`config.mk`:
```
export PLATFORM = sky130hd
export DESIGN_NAME = wb_stage_mc
export DESIGN_NICKNAME = d
export VERILOG_FILES = /design/src/rtl/wb_stage_mc.sv
export SDC_FILE = /design/constraint.sdc
export NUM_CORES = 1
export LEC_CHECK = 0
export CORE_MARGIN = 5
export CORE_UTILIZATION = 38
export CTS_CLUSTER_DIAMETER = 40
export DETAILED_ROUTE_END_ITERATION = 10
export PLACE_DENSITY = 0.88
export SLEW_MARGIN = 40
export SYNTH_ARGS = -nofsm -noshare
export SYNTH_HDL_FRONTEND = slang
export SYNTH_SLANG_ARGS = --single-unit
```
`constraint.sdc`:
```
create_clock -name clk -period 5.2 [get_ports clk]
set_clock_uncertainty 0.15 [all_clocks]
set_input_delay 1.04 -clock clk [delete_from_list [all_inputs] [get_ports clk]]
set_output_delay 1.04 -clock clk [all_outputs]
set_load 0.05 [all_outputs]
```
`src/rtl/wb_stage_mc.sv`:
```
// Writeback stage for the 5-stage MIPS pipeline: regfile write, CP0 access,
// multi-cycle TLB operation handshake, flush generation, retired counter and debug trace.
module wb_stage_mc #(
   parameter int DATA_WD = 32,
   parameter int TLBNUM  = 16,
   parameter int CNT_WD  = 32
) (
   input  logic                  clk,
   input  logic                  reset,
   input  logic                  flush,
   input  logic                  ms_to_ws_valid,
   input  logic [54+DATA_WD:0]   ms_to_ws_bus,
   output logic                  ws_allowin,
   output logic [3:0]            rf_we,
   output logic [4:0]            rf_waddr,
   output logic [DATA_WD-1:0]    rf_wdata,
   output logic                  ws_fwd_valid,
   output logic [DATA_WD-1:0]    ws_fwd_data,
   output logic                  cp0_wen_o,
   output logic [7:0]            cp0_addr_o,
   output logic [DATA_WD-1:0]    cp0_wdata,
   input  logic [DATA_WD-1:0]    cp0_rdata,
   output logic                  tlb_req,
   output logic [1:0]            tlb_op_o,
   input  logic                  tlb_ack,
   output logic                  send_flush,
   output logic                  send_tlb_flush,
   output logic [CNT_WD-1:0]     inst_retired,
   output logic [31:0]           debug_wb_pc,
   output logic [3:0]            debug_wb_rf_wen,
   output logic [4:0]            debug_wb_rf_wnum,
   output logic [DATA_WD-1:0]    debug_wb_rf_wdata
);

   localparam int BUS_WD = 55 + DATA_WD;

   typedef enum logic {S_IDLE, S_WAIT} state_t;

   state_t              state_reg, state_next;
   logic                ws_valid_reg;
   logic [BUS_WD-1:0]   bus_reg;
   logic [CNT_WD-1:0]   retired_reg;
   logic                ws_ready_go;
   logic                commit;
   logic                wr_commit;

   logic [1:0]          tlb_op;
   logic                exc, eret, cp0_wen, res_from_cp0;
   logic [7:0]          cp0_addr;
   logic [3:0]          gr_we;
   logic [4:0]          dest;
   logic [DATA_WD-1:0]  result;
   logic [31:0]         pc;
   logic [DATA_WD-1:0]  final_result;

   assign {tlb_op, exc, eret, cp0_wen, res_from_cp0, cp0_addr, gr_we, dest, result, pc} = bus_reg;

   // The Index register must be able to hold an entry number.
   generate
      if ($clog2(TLBNUM) > 31) begin : g_tlbnum_unsupported
      end
   endgenerate

   // A TLB request is raised in the first resident cycle, so a same-cycle ack commits at once.
   always_comb begin
      state_next  = state_reg;
      tlb_req     = 1'b0;
      ws_ready_go = 1'b0;
      case (state_reg)
         S_IDLE: begin
            if (ws_valid_reg && tlb_op != 2'b00 && !exc) begin
               tlb_req     = 1'b1;
               ws_ready_go = tlb_ack;
               if (!tlb_ack) begin
                  state_next = S_WAIT;
               end
            end else begin
               ws_ready_go = 1'b1;
            end
         end
         S_WAIT: begin
            tlb_req     = 1'b1;
            ws_ready_go = tlb_ack;
            if (tlb_ack) begin
               state_next = S_IDLE;
            end
         end
         default: state_next = S_IDLE;
      endcase
   end

   assign ws_allowin = !ws_valid_reg || ws_ready_go;
   assign commit     = ws_valid_reg && ws_ready_go && !flush;
   assign wr_commit  = commit && !exc;

   generate
      for (genvar gi = 0; gi < 4; gi++) begin : g_rf_we
         assign rf_we[gi] = gr_we[gi] & wr_commit;
      end
   endgenerate

   assign final_result   = res_from_cp0 ? cp0_rdata : result;
   assign rf_waddr       = dest;
   assign rf_wdata       = final_result;
   assign ws_fwd_valid   = ws_valid_reg && (|gr_we) && !exc;
   assign ws_fwd_data    = final_result;
   assign cp0_wen_o      = wr_commit && cp0_wen;
   assign cp0_addr_o     = (tlb_op == 2'b11) ? 8'd0 : cp0_addr;
   assign cp0_wdata      = result;
   assign tlb_op_o       = tlb_op;
   assign send_flush     = commit && (exc || eret);
   assign send_tlb_flush = wr_commit && (tlb_op == 2'b01 || tlb_op == 2'b10);
   assign inst_retired   = retired_reg;

   assign debug_wb_pc       = pc;
   assign debug_wb_rf_wen   = rf_we;
   assign debug_wb_rf_wnum  = dest;
   assign debug_wb_rf_wdata = final_result;

   always_ff @(posedge clk) begin
      if (reset) begin
         ws_valid_reg <= 1'b0;
         state_reg    <= S_IDLE;
         retired_reg  <= '0;
      end else begin
         if (flush) begin
            ws_valid_reg <= 1'b0;
            state_reg    <= S_IDLE;
         end else begin
            if (ws_allowin) begin
               ws_valid_reg <= ms_to_ws_valid;
            end
            state_reg <= state_next;
         end
         if (wr_commit) begin
            retired_reg <= retired_reg + CNT_WD'(1);
         end
      end
   end

   // Payload needs no reset: every consumer is qualified by ws_valid_reg.
   always_ff @(posedge clk) begin
      if (!reset && !flush && ms_to_ws_valid && ws_allowin) begin
         bus_reg <= ms_to_ws_bus;
      end
   end

endmodule

```
==> impl_metrics.yaml <==
pwr:
  sw_frac_of_total_pct: 26.2
  p_int_mw: 1.96
  share_comb_of_total_power_pct: 17.9
  p_per_area_nw_per_um2: 289
  power.switching_mw: 0.696
  ir_worst_vdd_uv: 220
  clkPwrFrac_pct: 41.9
  total_power_mw: 2.66
  seq_power_share_pct: 40.2
  p_leak_nw: 3.18
layout:
  syn2layout_area_growth_pct: 54.0
  largest_reg_flops: 87
  layout.nets: 832
  design_area_um2: 9180
  num-fill-cells: 1243
  drive_gt1_share_pct: 11.3
  final_cells: 930
setup_path:
  critPathBufInv: 2
  cp-end-kind: "output port"
  path_common_cell: "clkdlybuf4s50_1"
  r2r_setup_slack_ns: 2.53
  crit_chain: "clkdlybuf4s50_1 -> o21a_1 -> and2_1 -> clkdlybuf4s50_1"
  r2r_cells: 7
  max_stage_delay_ns: 0.82
  critPathRequiredTime_ns: 4.01
  path_delay_family: "buffers and inverters"
  timing.rr.start: "bus_reg[85]"
  critPathLaunchType: "input pin"
  crit_type: "input pin to output port"
  reg2reg_to: "bus_reg[74]"
  critical-path-slowest-cell: "clkdlybuf4s50_1"
  cp.arrival_ns: 3.22
  worstPathMaxFanout: 9
place:
  place_hpwl_mm: 14.6
  dp_cells: 897
  gp_congestion: 0.809
  placed_area_um2: 8620
  io_buffer_count: 349
floorplan:
  num_rows: 45
  initial_utilization_pct: 38.9
  pin_count: 350
  fp.coreArea_um2: 15300
  die_h_um: 135
  die_width_um: 135
  fp.dieArea_um2: 18300
timing:
  hold_viol: 0
  slew_viol_final: 0
  max_slew_margin_pct: 56.4
  rsz0062_at_grt: "no"
  setup_tns_ns: 0
  layout_min_cycle_time_ns: 4.41
  fin_crit_sh_pct: 84.8
  fmax_mhz: 227
  setup_violations: 0
  tightest_slew_ns: 0.654
global_routing:
  grt_pass1_wl_mm: 25.9
  grt_util_met3_pct: 6.98
  grt.total_usage_pct: 18.9
  grt_antenna_before_repair: 1
  use_met1_pct: 19.2
  grt.overflow.total: 0
  grt_pass1_vias: 4299
  gr-max-usage-layer: "met2"
  gr-usage-met2_pct: 35.6
  grt_max_degree: 48
logic_synthesis:
  synth_edf_count: 87
  synth.distinct_cells: 38
  yosysWarnings: 0
  async_flop_share_pct: 0
  postSynthAreaPerCell_um2: 12.1
  netlist_instances: 491
  ys_seq_area_share_pct: 55.3
  syn-num-nets: 618
  ys_ff_latch: 121
  ys.flop_type: "edfxtp_1"
  synth.cell_area_um2: 5960
route:
  post_drt_wl_per_cell_um: 19.7
  routed_via_density: 4.61
  first_pass_iters: 7
  drc_errors: 0
  ant_nets: 0
  drtIter0Drc: 212
  finalWirelength_mm: 18.3
  dr_total_vias: 4289
min_path:
  whs_path_depth: 2
  hp-class: "register to register"
  min-delay-start: "inst_retired[6]"
  holdPathEnd: "inst_retired[6]"
clocking:
  clock_sinks: 121
  cts_resized: 0
  clkTransAtPathRegs_ns: 0.05
  insertion_delay_ns: 0.41
  cts_tree: "built"
  clockBufferDepth: 2
  cts_setup_buffers: 0
  h-tree-depth: 4
  cts_root_buf: "clkbuf_16"
  cts_buffers: 17
  hold_buffers: 0
outcome:
  status: "complete, no violations"
flow_run:
  cap_viol_max_count: 0
==> cell usage after synthesis (7+ instances only) <==
cell | count | area (um2)
o21ai_0 | 10 | 50.1
nor3_1 | 8 | 40.0
buf_4 | 145 | 1090
nor2b_1 | 20 | 125
nor4_1 | 7 | 43.8
mux2_2 | 44 | 495
edfxtp_1 | 87 | 2610
or3_1 | 10 | 62.6
and2_1 | 8 | 50.1
dfxtp_1 | 34 | 681
inv_1 | 8 | 30.0
nand2_1 | 12 | 45.0
nand3_1 | 7 | 35.0
a21oi_1 | 14 | 70.1
nor2_1 | 24 | 90.1
==> placed cells by master, fill, tap and decap left out, types with 4 or more instances in the layout <==
cell             Yosys  layout
xor2_1               4       4
clkbuf_16            0      17
nor2_1              24      24
and2_1               8       8
nand3_1              7       7
nor2b_1             20      20
a21oi_1             14      14
nor4_1               7       7
edfxtp_1            87      87
clkbuf_1             5       4
inv_1                8       8
nor3_1               8       8
clkdlybuf4s50_1      0     349
clkinv_2             0       5
dfxtp_1             34      34
mux2_2              44      44
and4_1               4       4
nand2_1             12      12
o21ai_0             10      10
or3_1               10      10
==> worst min-delay path, cell delays in order (launching register included) <==
cell and delay, ns:
dfxtp_1 0.32, o21ai_0 0.08, a21oi_1 0.06
==> kinds of logic (layout without fill, tap and decap cells) <==
family	count (synthesis)	in the layout	synth area share [%]
multiplexers	46	46	8.67
other	0	1	0
adder cells (fa/ha/maj)	3	3	0.630
XOR/XNOR	6	6	0.882
flip-flops	121	121	55.3
buffers and inverters	166	393	19.8
AO/OA/AOI/OAI	34	34	3.95
AND/OR/NAND/NOR	115	115	10.8
==> through the flow <==
stage / setup slack [ns] / util, % / hold WS, ns
after detailed placement: 0.805 / 56.3 / 0.353
after global placement: 0.861 / 56.3 / 0.339
after CTS: 0.791 / 59.9 / 0.360
after global routing: 0.680 / 59.9 / 0.398
final: 0.792 / 59.9 / 0.361
after floorplan: 0.775 / - / 0.384
==> area by class of cell <==
type / instances / area, um2 / share of cell area, %
inverters: 8 / 30.0 / 0.327
flip-flops and latches: 121 / 3290 / 35.9
multi-input cells: 204 / 1490 / 16.3
well taps: 211 / 264 / 2.88
repair buffers: 353 / 3540 / 38.5
clock buffers: 22 / 454 / 4.95
diodes: 1 / 2.50 / 0.0273
clock inverters: 10 / 104 / 1.13
==> metal layers <==
layer | vias up | share of wire (%)
met3 | 24 | 9.1
li1 | 2015 | -
met4 | 0 | 1.6
met2 | 186 | 55
met1 | 2064 | 34
met5 | - | 0
==> power groups by stage <==
stage	Combinational (mW)	Clock, mW	Sequential, mW
finish	0.476	1.11	1.07
global route	0.490	1.18	1.07
CTS	0.479	1.14	1.07
detailed placement	0.478	0	1.09
global placement	0.471	0	1.09
floorplan	0.312	0	1.09
==> worst max path at each step <==
stage	from	end	slack (ns)	depth (start not counted)
global route	tlb_ack	rf_we[1]	0.68	4
global placement	tlb_ack	rf_we[2]	0.86	4
finish	tlb_ack	debug_wb_rf_wen[1]	0.79	4
floorplan	tlb_ack	bus_reg[0]	0.78	4
detailed placement	tlb_ack	debug_wb_rf_wen[3]	0.80	4
CTS	tlb_ack	debug_wb_rf_wen[1]	0.79	4
Power figures use the tool's default switching activity.
